===== src/rtl/seq_alu_pkg.sv =====
// Shared definitions for the sequential ALU core.
// Contents: opcode encodings, error codes and the FSM state type.
// The optional accumulator is enabled by the SEQ_ALU_ACC_EN macro in seq_alu_core.
package seq_alu_pkg;

  localparam logic [3:0] OP_NOP = 4'd0;
  localparam logic [3:0] OP_ADD = 4'd1;
  localparam logic [3:0] OP_SUB = 4'd2;
  localparam logic [3:0] OP_MUL = 4'd3;
  localparam logic [3:0] OP_DIV = 4'd4;
  localparam logic [3:0] OP_MOD = 4'd5;
  localparam logic [3:0] OP_AND = 4'd6;
  localparam logic [3:0] OP_OR  = 4'd7;
  localparam logic [3:0] OP_XOR = 4'd8;
  localparam logic [3:0] OP_NOT = 4'd9;
  localparam logic [3:0] OP_SHL = 4'd10;
  localparam logic [3:0] OP_SHR = 4'd11;
  localparam logic [3:0] OP_ACC = 4'd12;

  localparam logic [1:0] ERR_NONE = 2'b00;
  localparam logic [1:0] ERR_OVF  = 2'b01;
  localparam logic [1:0] ERR_DIV0 = 2'b10;
  localparam logic [1:0] ERR_ILL  = 2'b11;

  typedef enum logic [1:0] {
    StIdle,
    StMulRun,
    StDivRun,
    StDone
  } state_e;

endpackage


===== src/rtl/seq_alu_divider.sv =====
// Iterative restoring divider, one quotient bit per cycle, WIDTH cycles per divide.
// Ports:
//   clk, rst_n          clock, async active-low reset
//   start               load dividend/divisor and begin (divisor must be non-zero)
//   dividend, divisor   WIDTH-bit unsigned operands
//   busy                iteration in progress
//   done                high during the final iteration cycle; results are valid after that edge
//   quotient, remainder results, held until the next start
module seq_alu_divider #(
  parameter int unsigned WIDTH = 16
) (
  input  logic             clk,
  input  logic             rst_n,
  input  logic             start,
  input  logic [WIDTH-1:0] dividend,
  input  logic [WIDTH-1:0] divisor,
  output logic             busy,
  output logic             done,
  output logic [WIDTH-1:0] quotient,
  output logic [WIDTH-1:0] remainder
);

  localparam int unsigned CW = $clog2(WIDTH) + 1;

  logic [WIDTH-1:0] quo_q, rem_q, dvs_q;
  logic [CW-1:0]    cnt_q;
  logic [WIDTH:0]   rem_shift, trial;

  // Partial remainder can reach 2*divisor-1, so the trial needs one extra bit.
  always_comb begin
    rem_shift = {rem_q, quo_q[WIDTH-1]};
    trial     = rem_shift - {1'b0, dvs_q};
  end

  always_ff @(posedge clk or negedge rst_n) begin
    if (!rst_n) begin
      quo_q <= '0;
      rem_q <= '0;
      dvs_q <= '0;
      cnt_q <= '0;
    end else if (start) begin
      quo_q <= dividend;
      rem_q <= '0;
      dvs_q <= divisor;
      cnt_q <= CW'(WIDTH);
    end else if (busy) begin
      if (!trial[WIDTH]) begin
        rem_q <= trial[WIDTH-1:0];
        quo_q <= {quo_q[WIDTH-2:0], 1'b1};
      end else begin
        rem_q <= rem_shift[WIDTH-1:0];
        quo_q <= {quo_q[WIDTH-2:0], 1'b0};
      end
      cnt_q <= cnt_q - CW'(1);
    end
  end

  assign busy      = (cnt_q != '0);
  assign done      = (cnt_q == CW'(1));
  assign quotient  = quo_q;
  assign remainder = rem_q;

endmodule


===== src/rtl/seq_alu_core.sv =====
// Clocked ALU core: add/sub/logic/shift in one cycle, shift-add multiply and restoring
// divide/modulo in WIDTH iterations. Valid/ready handshake on input and output.
// Optional feature macro: SEQ_ALU_ACC_EN (accumulator, opcode 12 = ACC + in2).
// Ports:
//   clk, rst_n            clock, async active-low reset
//   in_valid / in_ready   operand handshake; in_ready only while idle
//   op, in1, in2          opcode and WIDTH-bit operands, captured on accept
//   out_valid / out_ready result handshake; result held until accepted
//   out                   2*WIDTH-bit result (upper half only used by MUL)
//   car                   carry (ADD/ACC) or borrow (SUB)
//   err                   00 none, 01 overflow, 10 divide by zero, 11 illegal opcode
module seq_alu_core
  import seq_alu_pkg::*;
#(
  parameter int unsigned WIDTH = 16
) (
  input  logic               clk,
  input  logic               rst_n,
  input  logic               in_valid,
  output logic               in_ready,
  input  logic [3:0]         op,
  input  logic [WIDTH-1:0]   in1,
  input  logic [WIDTH-1:0]   in2,
  output logic               out_valid,
  input  logic               out_ready,
  output logic [2*WIDTH-1:0] out,
  output logic               car,
  output logic [1:0]         err
);

  localparam int unsigned SHW = $clog2(WIDTH);
  localparam int unsigned CW  = SHW + 1;
  localparam logic [CW-1:0] MulLast = CW'(WIDTH - 1);

  state_e state_q, state_d;

  logic [2*WIDTH-1:0] res_q, mcand_q;
  logic [WIDTH-1:0]   mplier_q;
  logic [CW-1:0]      cnt_q;
  logic               car_q, use_div_q, sel_mod_q;
  logic [1:0]         err_q;

  logic               accept, div_start, div_busy, div_done;
  logic [WIDTH-1:0]   div_quo, div_rem, add_a, sc_res;
  logic [WIDTH:0]     sum, dif;
  logic               add_ovf, sub_ovf, sc_car;
  logic [1:0]         sc_err;

  assign accept    = in_valid && in_ready;
  assign div_start = accept && ((op == OP_DIV) || (op == OP_MOD)) && (in2 != '0);

`ifdef SEQ_ALU_ACC_EN
  logic [WIDTH-1:0] acc_q;

  always_ff @(posedge clk or negedge rst_n) begin
    if (!rst_n) begin
      acc_q <= '0;
    end else if (out_valid && out_ready && (err_q == ERR_NONE)) begin
      acc_q <= out[WIDTH-1:0];
    end
  end

  assign add_a = (op == OP_ACC) ? acc_q : in1;
`else
  assign add_a = in1;
`endif

  assign sum     = {1'b0, add_a} + {1'b0, in2};
  assign dif     = {1'b0, in1} - {1'b0, in2};
  assign add_ovf = (add_a[WIDTH-1] == in2[WIDTH-1]) && (sum[WIDTH-1] != add_a[WIDTH-1]);
  assign sub_ovf = (in1[WIDTH-1] != in2[WIDTH-1]) && (dif[WIDTH-1] != in1[WIDTH-1]);

  // Single-cycle result, evaluated from the live inputs and registered on accept.
  always_comb begin
    sc_res = '0;
    sc_car = 1'b0;
    sc_err = ERR_NONE;
    case (op)
      OP_NOP: sc_res = '0;
      OP_ADD: begin
        {sc_car, sc_res} = sum;
        if (add_ovf) sc_err = ERR_OVF;
      end
      OP_SUB: begin
        {sc_car, sc_res} = dif;
        if (sub_ovf) sc_err = ERR_OVF;
      end
      OP_MUL: sc_res = '0;
      OP_DIV, OP_MOD: begin
        if (in2 == '0) sc_err = ERR_DIV0;
      end
      OP_AND: sc_res = in1 & in2;
      OP_OR:  sc_res = in1 | in2;
      OP_XOR: sc_res = in1 ^ in2;
      OP_NOT: sc_res = ~in1;
      OP_SHL: sc_res = in1 << in2[SHW-1:0];
      OP_SHR: sc_res = in1 >> in2[SHW-1:0];
`ifdef SEQ_ALU_ACC_EN
      OP_ACC: begin
        // in2 == 0 clears: the zero result is what the handshake loads back into acc_q.
        if (in2 != '0) begin
          {sc_car, sc_res} = sum;
          if (add_ovf) sc_err = ERR_OVF;
        end
      end
`endif
      default: sc_err = ERR_ILL;
    endcase
  end

  always_ff @(posedge clk or negedge rst_n) begin
    if (!rst_n) begin
      state_q <= StIdle;
    end else begin
      state_q <= state_d;
    end
  end

  always_comb begin
    state_d = state_q;
    case (state_q)
      StIdle: begin
        if (accept) begin
          if (op == OP_MUL)   state_d = StMulRun;
          else if (div_start) state_d = StDivRun;
          else                state_d = StDone;
        end
      end
      StMulRun: if (cnt_q == MulLast) state_d = StDone;
      // An idle divider here would otherwise hang the core.
      StDivRun: if (div_done || !div_busy) state_d = StDone;
      StDone:   if (out_ready) state_d = StIdle;
      default:  state_d = StIdle;
    endcase
  end

  always_comb begin
    in_ready  = (state_q == StIdle);
    out_valid = (state_q == StDone);
    out       = use_div_q ? {{WIDTH{1'b0}}, (sel_mod_q ? div_rem : div_quo)} : res_q;
    car       = car_q;
    err       = err_q;
  end

  // Datapath: capture on accept, then shift-add while multiplying (res_q is the product).
  always_ff @(posedge clk or negedge rst_n) begin
    if (!rst_n) begin
      res_q     <= '0;
      mcand_q   <= '0;
      mplier_q  <= '0;
      cnt_q     <= '0;
      car_q     <= 1'b0;
      err_q     <= ERR_NONE;
      use_div_q <= 1'b0;
      sel_mod_q <= 1'b0;
    end else if (accept) begin
      res_q     <= {{WIDTH{1'b0}}, sc_res};
      mcand_q   <= {{WIDTH{1'b0}}, in1};
      mplier_q  <= in2;
      cnt_q     <= '0;
      car_q     <= sc_car;
      err_q     <= sc_err;
      use_div_q <= div_start;
      sel_mod_q <= (op == OP_MOD);
    end else if (state_q == StMulRun) begin
      if (mplier_q[0]) res_q <= res_q + mcand_q;
      mcand_q  <= mcand_q << 1;
      mplier_q <= mplier_q >> 1;
      cnt_q    <= cnt_q + CW'(1);
    end
  end

  seq_alu_divider #(
    .WIDTH(WIDTH)
  ) u_divider (
    .clk      (clk),
    .rst_n    (rst_n),
    .start    (div_start),
    .dividend (in1),
    .divisor  (in2),
    .busy     (div_busy),
    .done     (div_done),
    .quotient (div_quo),
    .remainder(div_rem)
  );

endmodule


===== config.mk =====
export PLATFORM = sky130hd
export DESIGN_NAME = seq_alu_core
export DESIGN_NICKNAME = d
export VERILOG_FILES = /design/src/rtl/seq_alu_pkg.sv /design/src/rtl/seq_alu_divider.sv /design/src/rtl/seq_alu_core.sv
export SDC_FILE = /design/constraint.sdc
export NUM_CORES = 1
export LEC_CHECK = 0
export ABC_CLOCK_PERIOD_IN_PS = 2350
export BUFFER_PORTS_ARGS = -buffer_cell sky130_fd_sc_hd__buf_2
export CAP_MARGIN = 10
export CORE_MARGIN = 2
export CORE_UTILIZATION = 30
export DETAILED_ROUTE_END_ITERATION = 6
export GPL_ROUTABILITY_DRIVEN = 0
export PLACE_DENSITY = 0.51
export REMOVE_ABC_BUFFERS = 1
export SLEW_MARGIN = 20
export SYNTH_ARGS = -nofsm -noshare
export SYNTH_HDL_FRONTEND = slang
export SYNTH_HIERARCHICAL = 1
export SYNTH_SLANG_ARGS = --single-unit

===== constraint.sdc =====
create_clock -name clk -period 2.35 [get_ports clk]
set_input_delay 0 -clock clk [delete_from_list [all_inputs] [get_ports clk]]
set_output_delay 0 -clock clk [all_outputs]
set_load 0.005 [all_outputs]

# Word-level counts from Yosys, hierarchy flattened
# Index checks and enable logic that the tools add are counted.
# W data, S select, Z words.
# classes
n_addsub,6
eq_ne,24
shifts,2
mux,32
bitwise,4
n_reduce_logical,20
# ops
operator,n
$mux W32,6
$mux W16,8
$pmux W16 S8,1
$add A32 B32 Y32,1
$mux W5,4
$add A16 B16 Y17,1
$sub A16 B16 Y17,1
$sub A17 B16 Y17,1
$and A16 B16 Y16,1
$eq A4 B3 Y1 const B,4
$eq A4 B4 Y1 const B,4
$logic_not A16 Y1,1
$not A16 Y16,1
$or A16 B16 Y16,1
$pmux W2 S4,2
$reduce_bool A16 Y1,1
$shl A16 B4 Y16,1
$shr A16 B4 Y16,1
$xor A16 B16 Y16,1
$mux W2,6
$eq A4 B2 Y1 const B,2
$reduce_or A8 Y1,1
$reduce_bool A2 Y1,3
$add A5 B1 Y5 const B,1
21 further kinds,34
# totals
register_bits,145
inputBits,40
out_inout_bits,37

# Depth between registers and ports, before layout
# depth
word_depth,8
ltp_mapped,13
mapped_depth_nobuf,13

# Modules after synthesis
# The synthesis kept the hierarchy.
# modules_own_cells
module,instances,cells_each,area_per_inst_um2,seq_area_each_um2
seq_alu_core,1,1221,9675.5,2302.2
seq_alu_divider,1,387,3450.8,1326.3

# Worst setup path before layout
# No wires, ideal clock.
# synth_path
path_kind,input to register
start,input in2[1]
end,register res_q[11]
t_arrival_ns,2.617
required_time_ns,2.228
path_slack_ns,-0.389
cell_stages,12
path_cell_list,buf_2 > clkinv_1 > buf_1 > ha_1 > o21bai_1 > a21oi_1 > o211ai_1 > nand2_1 > a21oi_1 > a221o_1 > a2111o_1 > a32o_1
# synth_between
elab_chain_cells,3
# synth_lines
item,line_no,rtl
start: declaration,seq_alu_core.sv:23,"input logic [WIDTH-1:0] in2,"
"$sub A16 B16 Y17, or another cell as far along",seq_alu_core.sv:69,"assign dif = {1'b0, in1} - {1'b0, in2};"
$pmux W16 S8 (*),seq_alu_core.sv:78,case (op)
$mux W32 (*),seq_alu_core.sv:156,end else if (accept) begin
end signal: assignment,seq_alu_core.sv:157,"res_q <= {{WIDTH{1'b0}}, sc_res};"
end signal: assignment,seq_alu_core.sv:166,if (mplier_q[0]) res_q <= res_q + mcand_q;
end: declaration,seq_alu_core.sv:37,"logic [2*WIDTH-1:0] res_q, mcand_q;"
# Every way passes the cells marked *; elsewhere a longest branch is shown, timed or not.
# A chain may end at the register's enable or synchronous reset.

# Worst setup path in the final report
# layout_path
start,register u_divider.dvs_q[13]
end,register u_divider.rem_q[13] (netlist: u_divider/remainder[13])
# layout_between
elab_chain_cells,4
# layout_lines
item,line_no,rtl
start: declaration,seq_alu_divider.sv:25,"logic [WIDTH-1:0] quo_q, rem_q, dvs_q;"
start signal: assignment,seq_alu_divider.sv:44,dvs_q <= divisor;
$sub A17 B16 Y17,seq_alu_divider.sv:32,"trial = rem_shift - {1'b0, dvs_q};"
$mux W16,seq_alu_divider.sv:47,if (!trial[WIDTH]) begin
$mux W16,seq_alu_divider.sv:46,end else if (busy) begin
$mux W16,seq_alu_divider.sv:41,end else if (start) begin
end signal: assignment,seq_alu_divider.sv:48,rem_q <= trial[WIDTH-1:0];
end signal: assignment,seq_alu_divider.sv:51,rem_q <= rem_shift[WIDTH-1:0];
end: declaration,seq_alu_divider.sv:25,
# Every way passes these cells. The select of a mux whose other input is x is not followed.

==> results.ini <==
[clock_tree]
cts_tree = done
htreeDepth = 4
clk_pin_slew_worst_paths_ns = 0.07
cts_buffer_depth = 2
cts_sinks = 145
numCtsBuffers = 17
clock_latency_ns = 0.44
cts_root_buf = clkbuf_16

[logic_synthesis]
yosys-top-cells-area = dfrtp_1, ha_1, mux2i_1, o21ai_0, a21oi_1
synth_compound_area_frac = 0.254
ys_async_sr_fraction = 1.00
synth_ff_type = dfrtp_1
synth-edff-count = 0
yosys-mux-area-fraction = 0.0968
synth_cell_type_count = 87
yosys_warnings = 6
synth_top_area_frac = 0.276
syn_area_per_cell_um2 = 8.16
ys_seq_elements = 145
synth-seq-area-share = 0.276
synth_xor_area_frac = 0.0274
synth_top_family_by_area = compound AO/OA/AOI/OAI gates
synth-simple-area-share = 0.175
synth_cells = 1608
syn-cell-area_mm2 = 0.0131
synth_fa_ha_area_frac = 0.111
synth.largest_area_cell = dfrtp_1

[timing]
fmax_ghz = 0.391
worst_slew_pin_slew_ns = 0.930
period_share = 1.09
finalCriticalPeriod_ns = 2.55
report.final.hold_viol_count = 0
relSlewSlack = 0.375
setup_viol = 36
setup_slack_ns = -0.204
fin_worst_hold_slack_ns = 0.0130
rsz0062_at_grt = yes
worst_clock_skew_ns = 0.0132
final_max_slew_viol_count = 0

[critical_path]
startpoint = u_divider/dvs_q[13]
arrival_ns = 2.89
path_cells = inv_2 -> ha_4 -> a211oi_4 -> nor2_2 -> or4b_4 -> o211ai_4 -> buf_12 -> o2111ai_4 -> a311oi_2
cp-start-kind = flip-flop
end_kind = flip-flop
cp.required_ns = 2.69
timing.rr.start = u_divider/dvs_q[13]
critPathKind = flip-flop to flip-flop
slowest_stage = or4b_4
worstPathMaxFanout = 6
max_stage_delay_ns = 0.57

[status]
status = finished, violations left
violations = setup timing

[die]
core_mm2 = 0.0432
row_count = 76
die-area_mm2 = 0.0454
die_w_um = 213
num_io_pins = 77
chipHeight_um = 213
initial_core_util = 0.304

[routing]
post_drt_wl_per_cell_um = 19.1
final_antenna_net_count = 0
routed-via-count = 13600
viasPerCell = 5.28
drcViolationCount = 0
drt-total-wl_mm = 49.4
dr.pass1.iters = 7
drtIter0Drc = 861

[hold_path]
hold_path_class = input pin to flip-flop
hold_start = out_ready

[power]
leakage_uw = 0.00842
ir_drop_mv = 0.640
powerDensity_mw_per_mm2 = 1330

[global_route]
grt_pass1_vias = 13600
grt_start_max_net_pins = 79
grt.overflow.total = 0
antenna_found_initial = 0
grt_usage = 0.220
grt_pass1_wl_mm = 77.0

[cells_and_area]
sequential_cell_area_mm2 = 0.00363
fin_nets = 2141
drive_gt1_frac = 0.300
fill_cells = 4394
fin_util = 0.420
syn_to_final_growth_pct = 38.1
fin_area_mm2 = 0.0181
multi_input_area_mm2 = 0.00940
antenna_cells = 0

[placed_design]
io_buffers = 76
place_area_mm2 = 0.0164
pre_cts_ws_ns = -0.717
hpwl_mm = 37.6

[flow_run]
drv_cap = 0

## cell families (layout without fill, tap and decap cells)
group	after synthesis	count (layout)
muxes	118	118
xor gates and xnor gates	41	41
AOI/OAI and AO/OA	506	506
and+or+nand+nor	502	502
buffers and inverters	182	574
DFF	145	145
adders and majority gates	114	114
## placed cells by master, fill, tap and decap left out, types with 8 or more instances in the layout
| cell type | count |
|---|---|
| nor4_1 | 9 |
| a211oi_1 | 23 |
| a31oi_1 | 10 |
| o211ai_1 | 16 |
| a21oi_2 | 10 |
| nand2b_1 | 26 |
| buf_6 | 13 |
| nand2_1 | 159 |
| dfrtp_1 | 143 |
| nand4_1 | 11 |
| a221oi_1 | 8 |
| a21o_1 | 24 |
| nand3b_1 | 10 |
| xnor2_1 | 23 |
| mux2i_1 | 107 |
| nand3_1 | 26 |
| o21bai_1 | 10 |
| inv_1 | 74 |
| o22a_1 | 8 |
| o22ai_1 | 12 |
| nor3_1 | 27 |
| inv_2 | 9 |
| nor2b_1 | 25 |
| buf_12 | 8 |
| o21ai_0 | 132 |
| dlygate4sd3_1 | 19 |
| nor2_1 | 154 |
| xor2_1 | 14 |
| a21oi_1 | 110 |
| ha_1 | 100 |
| clkbuf_16 | 17 |
| and3_1 | 8 |
| and2_1 | 8 |
| buf_2 | 75 |
| o21ai_1 | 8 |
| o21ai_2 | 8 |
| buf_4 | 341 |
## repair_timing
action / CTS / global route
endpoints found under the setup margin: 39 / 52
setup buffers: 18 / 10
cloned: 1 / 0
pin swaps: 67 / 46
gates resized for setup: 87 / 64
hold buffers: 19 / 0
hold endpoints to repair: 85 / 0
## stage by stage
stage,total power (µW),setup TNS (ns),std cells
detailed placement,18800,-12.07,2508
global route,25900,-9.05,2585
floorplan,12800,-387.82,1512
finish,24000,-4.46,2585
CTS,23200,-4.98,2578
global placement,18600,-11.08,2508
## cell usage after synthesis (all sizes together), types with 25 or more instances
| library cell | instances |
|---|---|
| nor2 | 158 |
| mux2i | 109 |
| inv | 84 |
| xnor2 | 25 |
| a21oi | 124 |
| a211oi | 32 |
| o21ai | 149 |
| nand3 | 30 |
| nor2b | 27 |
| clkbuf | 55 |
| nor3 | 29 |
| dfrtp | 145 |
| nand2 | 164 |
| ha | 110 |
| buf | 41 |
| nand2b | 27 |
## flip-flops by register name, summed over array words and instances (netlist names), 5 cells and up
name and count:
cnt_q 5, mcand_q 32, mplier_q 16, res_q 32, u_divider/cnt_q 5, u_divider/dvs_q 16
u_divider/quotient 16, u_divider/remainder 16
## path summary, 6_finish.rpt
| kind | slack (ns) | end | depth (start not counted) |
|---|---|---|---|
| setup / recovery | -0.20 | u_divider/remainder[13] | 9 |
| hold / removal | 0.01 | state_q[0] | 5 |
| setup reg to reg | -0.20 | u_divider/remainder[13] | 9 |
| hold reg to reg | 0.51 | err[1] | 2 |
| max in group asynchronous | 1.50 | u_divider/dvs_q[14] | 3 |
| min in group asynchronous | 0.11 | mplier_q[3] | 2 |
## metal layers
| layer | up-vias | GRT usage | wire (µm) |
|---|---|---|---|
| met5 | - | 0 | 0 |
| met4 | 0 | 0.0769 | 1520 |
| met3 | 76 | 0.0343 | 2860 |
| met2 | 384 | 0.354 | 22500 |
| met1 | 6586 | 0.300 | 22600 |
| li1 | 6594 | - | - |
## worst max-delay path: cells and delay by family, from the launching register on
| family | cells | cell delay, ns |
|---|---|---|
| AOI/OAI and AO/OA | 4 | 0.94 |
| and+or+nand+nor | 2 | 0.64 |
| DFF | 1 | 0.38 |
| buffers and inverters | 2 | 0.29 |
| adders and majority gates | 1 | 0.22 |
## cell type report
type / count / share of cell area
clock buffer: 18 / 0.0242
inverter: 86 / 0.0178
sequential: 145 / 0.200
clock inverter: 14 / 0.00932
multi-input combinational: 1281 / 0.519
tap: 585 / 0.0404
timing repair buffer: 456 / 0.189
## report_power, final
part           total (µW)  switching, µW  internal, µW
Combinational       16500           8320          8130
Sequential           4720            999          3720
Clock                2870           1240          1630
Total               24000          10600         13500
(Power assumes the default switching activity.)
